`src/rtl/pipe_fetch.sv`:
```
// Instruction fetch stage: IDLE -> REQ -> HOLD loop presenting one instruction to IF/ID.
// Latency: 2 cycles per instruction with a zero-wait memory; each memory wait cycle adds 1.
// Backpressure: memory stalls hold REQ (pc stable); INSTALL=0 holds HOLD (pc, ins stable).
module pipe_fetch (
  input  logic        clk,
  input  logic        clrn,
  input  logic        INSTALL,
  input  logic [1:0]  pcsource,
  input  logic [31:0] bpc,
  input  logic [31:0] da,
  input  logic [31:0] jpc,
  output logic        imem_req,
  output logic [31:0] imem_addr,
  input  logic        imem_ack,
  input  logic [31:0] imem_rdata,
  output logic [31:0] pc4,
  output logic [31:0] ins,
  output logic        fvalid,
  output logic        misalign
);

  typedef enum logic [1:0] {
    S_IDLE = 2'd0,
    S_REQ  = 2'd1,
    S_HOLD = 2'd2
  } state_t;

  state_t      state_q, state_d;
  logic [31:0] pc_q, pc_d;
  logic [31:0] ir_q, ir_d;
  logic [31:0] pc_plus4;
  logic [31:0] npc_raw;

  // Sequential pc+4 and the unmasked next-PC candidate chosen by pcsource.
  always_comb begin
    pc_plus4 = pc_q + 32'd4;
    npc_raw  = pc_plus4;
    case (pcsource)
      2'b00:   npc_raw = pc_plus4;
      2'b01:   npc_raw = bpc;
      2'b10:   npc_raw = da;
      default: npc_raw = jpc;
    endcase
  end

  // Next-state, pc/instruction register updates and the fetch handshake outputs.
  always_comb begin
    state_d  = state_q;
    pc_d     = pc_q;
    ir_d     = ir_q;
    imem_req = 1'b0;
    fvalid   = 1'b0;
    misalign = 1'b0;
    case (state_q)
      S_IDLE: begin
        state_d = S_REQ;
      end
      S_REQ: begin
        imem_req = 1'b1;
        if (imem_ack) begin
          ir_d    = imem_rdata;
          state_d = S_HOLD;
        end
      end
      S_HOLD: begin
        fvalid = 1'b1;
        if (INSTALL) begin
          // Target is word-aligned on write; a non-aligned request is flagged for one cycle.
          pc_d     = {npc_raw[31:2], 2'b00};
          misalign = |npc_raw[1:0];
          state_d  = S_REQ;
        end
      end
      default: begin
        state_d = S_IDLE;
      end
    endcase
    // Keep the pipeline quiet while reset is asserted, even before the first reset edge.
    if (!clrn) begin
      imem_req = 1'b0;
      fvalid   = 1'b0;
      misalign = 1'b0;
    end
  end

  // Presented instruction is a NOP bubble whenever nothing valid is held.
  always_comb begin
    imem_addr = pc_q;
    pc4       = pc_plus4;
    ins       = fvalid ? ir_q : 32'h0;
  end

  // State, pc and instruction register with synchronous active-low reset.
  always_ff @(posedge clk) begin
    if (!clrn) begin
      state_q <= S_IDLE;
      pc_q    <= 32'h0;
      ir_q    <= 32'h0;
    end else begin
      state_q <= state_d;
      pc_q    <= pc_d;
      ir_q    <= ir_d;
    end
  end

endmodule
```
`config.mk`:
```
export PLATFORM = sky130hd
export DESIGN_NAME = pipe_fetch
export DESIGN_NICKNAME = d
export VERILOG_FILES = /design/src/rtl/pipe_fetch.sv
export SDC_FILE = /design/constraint.sdc
export NUM_CORES = 1
export LEC_CHECK = 0
export CORE_MARGIN = 5
export CORE_UTILIZATION = 42
export CTS_CLUSTER_SIZE = 25
export DETAILED_ROUTE_END_ITERATION = 10
export PLACE_DENSITY = 0.86
export SETUP_SLACK_MARGIN = 0.02
export SKIP_CTS_REPAIR_TIMING = 1
export SLEW_MARGIN = 20
export SYNTH_ARGS = -nofsm -noshare
export SYNTH_HDL_FRONTEND = slang
export SYNTH_SLANG_ARGS = --single-unit
```
`constraint.sdc`:
```
create_clock -name clk -period 4.45 [get_ports clk]
set_input_delay 0.89 -clock clk [delete_from_list [all_inputs] [get_ports clk]]
set_output_delay 0.89 -clock clk [all_outputs]
set_load 0.02 [all_outputs]
```
==> flow_summary.yaml, run 1 <==
setup_path:
  critPathMaxFanout: 33
  start_kind: "input port"
  arrival_ns: 2.96
  crit_chain: "clkdlybuf4s50_1, and3_1, and2_1, clkdlybuf4s50_1"
  critPathMostFrequentCell: "clkdlybuf4s50_1"
  critPathRequiredTime_ns: 3.56
  critPathMaxStageDelay_ns: 0.72
  cpMaxStageDelayCell: "and3_1"
  crit_type: "in -> out"
  end_kind: "output pin"
sta:
  tns_ns: 0
  maxClockFrequency_mhz: 260
  worst_slew_pin_slew_ns: 0.984
  rsz0062_at_grt: "false"
  slew_violations: 0
  timing.final.crit_share_pct: 86.6
  finalSetupViolCount: 0
  finalHoldViolCount: 0
  finClkSkew_ns: 0.00766
  relSlewSlack_pct: 34.2
  final.min_clock_period_ns: 3.85
logic_synthesis:
  yosysMostFrequentCell: "nand2_1"
  yosys_warnings: 0
  synth_commonest_cells: "nand2_1, a21oi_1, dfxtp_1"
  synth.largest_area_cell: "dfxtp_1"
  ys_top_cells_by_area: "dfxtp_1, nand2_1, a21oi_1"
  async_reset_ff_share_pct: 0
  synthCells: 568
  ys_types: 57
  syn-cell-area_mm2: 0.00428
  syn_area_per_cell_um2: 7.53
  synth-seq-area-share_pct: 30.0
  synth_top_area_share_pct: 30.0
  synth_ff_type: "dfxtp_1"
  synth_seq_cells: 64
  synth_edf_count: 0
global_routing:
  grt_max_degree: 52
  grt_util_all_layers_pct: 25.8
  grt_pass1_wl_um: 26000
  antenna_found_initial: 0
  grt_pass1_vias: 4996
  grt_overflow: 0
route:
  vias: 5061
  totalWireLength_um: 16500
  via_per_inst: 5.61
  routedWlPerCell_um: 18.3
  first_pass_iters: 5
  drcViolationCount: 0
  first_iter_violations: 282
  postRouteAntennaNets: 0
cts:
  clockRootBuffer: "clkbuf_8"
  clock_latency_ns: 0.34
  cts.sinks: 64
  path_clk_slew_ns: 0.08
  htree_levels: 3
  cts_buffers: 9
  clock_path_buffers: 2
  cts_tree: "built"
floorplan:
  die-width_um: 111
  dieArea_mm2: 0.0123
  start_util_pct: 43.4
  fp.dieH_um: 111
  core_mm2: 0.00986
  row_count: 36
  pin_count: 233
placed_design:
  placedInstanceArea_mm2: 0.00656
  place_inst: 886
  io_buffers: 228
  gp_congestion: 0.938
  dp_hpwl_um: 12500
cells_and_area:
  n_antenna_cell: 0
  layout-drive-gt1-share_pct: 7.54
  syn_to_final_growth_pct: 58.1
  fin_cells: 902
  nets: 899
  design_area_mm2: 0.00677
  fillCellCount: 812
power_and_ir_drop:
  seqPwrFrac_pct: 42.4
  internal_power_mw: 1.05
  switching_power_mw: 0.406
  p_comb_share_pct: 21.7
  cellPowerDensity_mw_per_mm2: 215
  ir_drop_mv: 0.130
  p_leak_nw: 2.44
  clkPwrFrac_pct: 35.9
  swShare_pct: 27.9
run:
  drv_cap: 0
run_status:
  status: "complete, no violations"
worst_hold_path:
  hp-class: "reg -> reg"
## kinds of logic (layout without fill, tap and decap cells)
group / count (synthesis) / after routing / synth area share [%]
AO/OA/AOI/OAI: 136 / 136 / 19.0
XOR/XNOR: 26 / 26 / 5.32
adder cells (fa/ha/maj): 1 / 1 / 0.292
buffers and inverters: 60 / 258 / 6.05
flip-flops: 64 / 64 / 30.0
multiplexers: 31 / 31 / 9.01
other: 1 / 4 / 0.0877
AND/OR/NAND/NOR: 249 / 249 / 30.2
## power groups by stage
stage                     combinational, mW  clock [mW]  sequential (mW)
after floorplan                       0.137           0            0.629
after global placement                0.307           0            0.629
after detailed placement              0.315           0            0.631
after CTS                             0.316       0.529            0.618
after global routing                  0.339       0.561            0.621
final                                 0.316       0.523            0.618
## layout make-up
type | instances | area (um^2) | share of cell area (%)
Clock inverter | 6 | 67.6 | 0.999
Multi-Input combinational cell | 447 | 2760 | 40.7
Clock buffer | 10 | 138 | 2.03
Tap cell | 133 | 166 | 2.46
Sequential cell | 64 | 1280 | 18.9
Timing Repair Buffer | 235 | 2330 | 34.4
Inverter | 7 | 26.3 | 0.388
## routing by layer
| layer | GRT usage [%] | vias up | part of all wire, % |
|---|---|---|---|
| met5 | 0 | - | 0 |
| li1 | - | 2389 | - |
| met2 | 44.1 | 284 | 49 |
| met1 | 30.2 | 2330 | 38 |
| met4 | 13.6 | 0 | 4.9 |
| met3 | 5.57 | 58 | 8.1 |
## stage by stage
step	hold WS [ns]	total power [mW]	util, %	setup slack [ns]
finish	0.455	1.46	68.6	0.598
global route	0.481	1.52	68.6	0.474
CTS	0.454	1.46	68.6	0.613
detailed placement	0.445	0.945	66.5	0.625
global placement	0.439	0.937	66.5	0.789
floorplan	0.432	0.766	-	1.36
## placed cells by master (no fill, tap or decap), drive strengths merged, types with 14 or more instances in the layout
cell and instances:
dfxtp 64, nand2 95, and2 38, xnor2 20, clkdlybuf4s50 227, nor2 36, o21ai 27, a21oi 65
nand3 22, nand4 14, mux2i 16
## registers in the layout (all words and copies together), names as in the netlist
name	cells
imem_addr	30
state_q	2
ir_q	32
## worst max-delay path: cells and delay by family
family | cells | cell delay (ns)
buffers and inverters | 2 | 1.09
and+or+nand+nor | 2 | 0.97
## final timing paths
path                                 start             to  slack [ns]  cells past startpoint
worst max register to register  state_q[1]  imem_addr[27]        2.18                      5
worst max-delay path                  clrn        ins[12]        0.60                      4
worst min-delay path              ir_q[10]       ir_q[10]        0.45                      2
worst min register to register    ir_q[10]       ir_q[10]        0.45                      2
Power figures use the tool's default switching activity.
==> run 2, diff against run 1 <==
- ABC_AREA: default -> 1
- PLACE_DENSITY: 0.86 -> 0.85
==> run 2 against run 1 <==
  * Cell area is 2.3% higher
  * Fmax is 2.4% higher
  * Synthesized cell count is 25% higher
  * Flip-flop and latch count stayed put
  * Via count is 4.2% higher
  * Global-route usage is 0.57 points lower
  * Sequential power hardly changed
  * Non-clock buffer count is 4 higher
  * Routed wire length is 3.1% lower
  * Critical path type unchanged
  * Critical endpoint is now ins[24]
  * Largest cell class unchanged
  * Largest power group unchanged
  * Highest routed layer unchanged
==> flow_summary.yaml, run 2 <==
cells_and_area:
  final_common_cell: "clkdlybuf4s50_1"
  fin_cells: 1064
  multi_input_area_mm2: 0.00251
  syn_to_final_growth_pct: 59.3
  design_area_mm2: 0.00692
  largest_reg_flops: 32
  seq_area_mm2: 0.00128
  layout-drive-gt1-share_pct: 6.90
  n_antenna_cell: 0
  nets: 1059
  fillCellCount: 921
  final_core_util_pct: 67.7
  final_cell_mix: "clkdlybuf4s50_1, nand2_1, inv_1"
  top_register: "ir_q"
placed_design:
  place_inst: 1049
  gp_congestion: 0.888
  dp_slack_ns: 0.718
  placedInstanceArea_mm2: 0.00670
  io_buffers: 228
  dp_hpwl_um: 12300
setup_path:
  start_kind: "input port"
  critPathRequiredTime_ns: 3.56
  critPathMaxStageDelay_ns: 0.64
  crit_chain: "clkdlybuf4s50_1, inv_2, nor2_1, inv_1, nor2_1, clkdlybuf4s50_1"
  cpMaxStageDelayCell: "clkdlybuf4s50_1"
  critPathMaxFanout: 32
  crit_type: "in -> out"
  end_kind: "output pin"
  arrival_ns: 2.87
sta:
  finClkSkew_ns: 0.00797
  finalHoldViolCount: 0
  relSlewSlack_pct: 39.6
  worst_slew_pin_slew_ns: 0.905
  whs_ns: 0.459
  rsz0062_at_grt: "false"
  tns_ns: 0
  fin_ws_ns: 0.690
  timing.final.crit_share_pct: 84.5
  finalSetupViolCount: 0
  maxClockFrequency_mhz: 266
  final.min_clock_period_ns: 3.76
  slew_violations: 0
cts:
  cts_buffers: 9
  clock_path_buffers: 2
  cts_tree: "built"
  htree_levels: 3
  path_clk_slew_ns: 0.07
  clock_latency_ns: 0.35
  clockRootBuffer: "clkbuf_8"
  cts.sinks: 64
logic_synthesis:
  yosysMostFrequentCell: "nand2_1"
  synth.largest_area_cell: "dfxtp_1"
  yosys_warnings: 0
  async_reset_ff_share_pct: 0
  synth_top_area_share_pct: 29.5
  syn_area_per_cell_um2: 6.13
  synth_ff_type: "dfxtp_1"
  synth_seq_cells: 64
  synth-seq-area-share_pct: 29.5
  ys_types: 37
  synth_edf_count: 0
  synthCells: 709
  synth_commonest_cells: "nand2_1, inv_1, nor2_1"
  syn-cell-area_mm2: 0.00435
  ys_top_cells_by_area: "dfxtp_1, nand2_1, inv_1"
floorplan:
  start_util_pct: 42.5
  core_mm2: 0.0102
  dieArea_mm2: 0.0125
  row_count: 37
  fp.dieH_um: 112
  pin_count: 233
  die-width_um: 112
power_and_ir_drop:
  p_leak_nw: 2.70
  p_total_mw: 1.51
  ir_drop_mv: 0.174
  swShare_pct: 26.0
  seqPwrFrac_pct: 40.8
  clkPwrFrac_pct: 37.8
  switching_power_mw: 0.393
  p_comb_share_pct: 21.4
  cellPowerDensity_mw_per_mm2: 218
  internal_power_mw: 1.12
run_status:
  status: "complete, no violations"
route:
  first_pass_iters: 5
  drcViolationCount: 0
  vias: 5272
  via_per_inst: 4.95
  totalWireLength_um: 16000
  postRouteAntennaNets: 0
  routedWlPerCell_um: 15.0
  first_iter_violations: 265
global_routing:
  grt_pass1_wl_um: 25700
  grt_max_degree: 66
  antenna_found_initial: 0
  grt_pass1_vias: 5256
  grt_overflow: 0
  grt_util_all_layers_pct: 25.2
run:
  drv_cap: 0
worst_hold_path:
  hp-class: "reg -> reg"
run 2: cell types whose count changed in the layout (fill, tap and decap cells not counted), sizes merged, moves of 9 or more:
cell	change
a22o	+12
and2	-25
and3	-9
inv	+94
mux2	-10
mux2i	-16
nand2	+98
nand3	+16
nor2	+59
nor4	-10
o21ai	+17
xnor2	-16
run 2: path summary, 6_finish.rpt:
kind	slack, ns	cells after the start	start	end
worst min register to register	0.46	2	ir_q[31]	ir_q[31]
worst max register to register	2.41	9	state_q[0]	imem_addr[9]
worst min-delay path	0.46	2	ir_q[31]	ir_q[31]
worst max-delay path	0.69	6	clrn	ins[24]
run 2: cell families (layout without fill, tap and decap cells):
family / after synthesis / after routing / share of synthesized area [%]
flip-flops: 64 / 64 / 29.5
buffers and inverters: 139 / 355 / 13.3
other: 1 / 4 / 0.0862
AO/OA/AOI/OAI: 135 / 135 / 18.0
XOR/XNOR: 7 / 7 / 1.41
AND/OR/NAND/NOR: 362 / 362 / 37.5
adder cells (fa/ha/maj): 1 / 1 / 0.288
run 2: routing by layer:
layer	global-route usage, %	up-vias	wire (um)
li1	-	2671	-
met1	28.6	2359	6570
met2	44.4	214	7670
met3	7.99	28	1370
met4	9.16	0	363
met5	0	-	0
run 2: final cells by class:
class / count / share of cell area [%]
inverter: 101 / 5.48
tap: 136 / 2.46
clock inverter: 3 / 0.940
clock buffer: 12 / 2.24
sequential: 64 / 18.5
timing repair buffer: 239 / 34.2
multi-input combinational: 509 / 36.2
run 2: worst max-delay path, delay by kind of cell:
| kind | cells | cell delay [ns] |
|---|---|---|
| simple gates | 2 | 0.41 |
| buf+inv | 4 | 1.57 |
run 2: power groups by stage:
stage / sequential (mW) / clock, mW / combinational (mW)
after global placement: 0.629 / 0 / 0.320
after global routing: 0.621 / 0.601 / 0.352
final: 0.618 / 0.572 / 0.323
after floorplan: 0.635 / 0 / 0.137
after CTS: 0.618 / 0.577 / 0.324
after detailed placement: 0.630 / 0 / 0.323
==> run 3, diff against run 2 <==
- CORE_UTILIZATION: 42 -> 40
- PLACE_DENSITY: 0.85 -> 0.82
- clock period: 4.45 -> 3.7 ns (I/O delays scaled with it)
==> run 3 against run 2 <==
  * Clock power grew 34%
  * Cell area grew 1.3%
  * Non-clock buffer count grew 3
  * Largest cell class unchanged
  * Highest routed layer unchanged
==> flow_summary.yaml, run 3 (same netlist as run 2, synthesis figures left out) <==
run_status:
  status: "complete, no violations"
worst_hold_path:
  hp-class: "reg -> reg"
  min_from: "ir_q[17]"
sta:
  rsz0062_at_grt: "false"
  final.min_clock_period_ns: 3.54
  worst_slew_pin_slew_ns: 0.634
  slew_violations: 0
  fin_ws_ns: 0.155
  tns_ns: 0
  finClkSkew_ns: 0.00858
  finalSetupViolCount: 0
  timing.final.crit_share_pct: 95.8
  whs_ns: 0.454
  maxClockFrequency_mhz: 282
  relSlewSlack_pct: 57.7
  finalHoldViolCount: 0
run:
  drv_cap: 0
power_and_ir_drop:
  p_total_mw: 1.90
  cellPowerDensity_mw_per_mm2: 272
  ir_drop_mv: 0.221
  clkPwrFrac_pct: 40.4
  seqPwrFrac_pct: 39.0
  swShare_pct: 25.4
  p_leak_nw: 2.73
  internal_power_mw: 1.42
  p_comb_share_pct: 20.6
  switching_power_mw: 0.483
cts:
  clock_latency_ns: 0.35
  cts_buffers: 9
  cts_tree: "built"
  cts.sinks: 64
  htree_levels: 3
  clock_path_buffers: 2
  path_clk_slew_ns: 0.07
  clockRootBuffer: "clkbuf_8"
floorplan:
  pin_count: 233
  start_util_pct: 40.5
  fp.dieH_um: 114
  die-width_um: 114
  dieArea_mm2: 0.0131
  row_count: 38
  core_mm2: 0.0107
route:
  drcViolationCount: 0
  via_per_inst: 4.87
  totalWireLength_um: 15900
  first_iter_violations: 240
  routedWlPerCell_um: 14.8
  postRouteAntennaNets: 0
  vias: 5222
  first_pass_iters: 4
cells_and_area:
  final_common_cell: "clkdlybuf4s50_1"
  final_cell_mix: "clkdlybuf4s50_1, nand2_1, inv_1"
  n_antenna_cell: 0
  top_register: "ir_q"
  nets: 1063
  syn_to_final_growth_pct: 61.3
  final_core_util_pct: 65.3
  layout-drive-gt1-share_pct: 7.72
  largest_reg_flops: 32
placed_design:
  dp_hpwl_um: 12300
  dp_slack_ns: 0.108
  io_buffers: 228
  gp_congestion: 0.894
setup_path:
  start_kind: "input port"
  arrival_ns: 2.80
  critPathRequiredTime_ns: 2.96
  critPathMaxFanout: 16
  crit_type: "in -> out"
  crit_chain: "clkdlybuf4s50_1, inv_2, nor2_2, clkinvlp_4, buf_4, nor2_1, clkdlybuf4s50_1"
  worstReg2RegStart: "state_q[0]"
  end_kind: "output pin"
  crit_start: "clrn"
  critPathMostFrequentCell: "clkdlybuf4s50_1"
  cpMaxStageDelayCell: "clkdlybuf4s50_1"
  critPathMaxStageDelay_ns: 0.62
global_routing:
  grt_overflow: 0
  busiest_layer: "met2"
  grt_util_all_layers_pct: 23.6
  antenna_found_initial: 0
  grt_use_met1_pct: 28.1
  use_met3_pct: 6.82
  grt_max_degree: 39
  use_met2_pct: 40.4
  grt_pass1_vias: 4991
  grt_pass1_wl_um: 24600
## run 3: worst max-delay path: cells and delay by family
kind                   cells  cell delay (ns)
buffers and inverters      5             1.62
and+or+nand+nor            2             0.43
## run 3: power by group through the flow
stage	combinational, mW	clock [mW]	sequential [mW]
after global routing	0.427	0.814	0.746
after detailed placement	0.390	0	0.758
after CTS	0.392	0.780	0.742
final	0.392	0.769	0.743
after floorplan	0.165	0	0.763
after global placement	0.388	0	0.757
## run 3: worst paths after layout
kind | depth (start not counted) | end | slack (ns)
hold / removal | 2 | ir_q[17] | 0.45
setup reg to reg | 9 | imem_addr[9] | 1.76
setup / recovery | 7 | ins[14] | 0.16
hold reg to reg | 2 | ir_q[17] | 0.45
## run 3: metrics by stage
stage               std cells  area, um^2
floorplan                 712        4360
global placement         1054        6730
detailed placement       1054        6730
CTS                      1070        6980
global route             1073        7010
finish                   1073        7010
## run 3: cell type report
class,count,area (um^2)
Clock buffer,11,151
Timing Repair Buffer,242,2400
Sequential cell,64,1280
Multi-Input combinational cell,509,2510
Inverter,101,383
Fill cell,971,3730
Timing Repair inverter,1,7.51
Tap cell,140,175
Clock inverter,5,103
## run 3: per-layer routing
metal,vias up,share of wire (%)
li1,2674,-
met1,2305,40
met2,219,48
met3,24,10
met4,0,2.0
met5,-,0
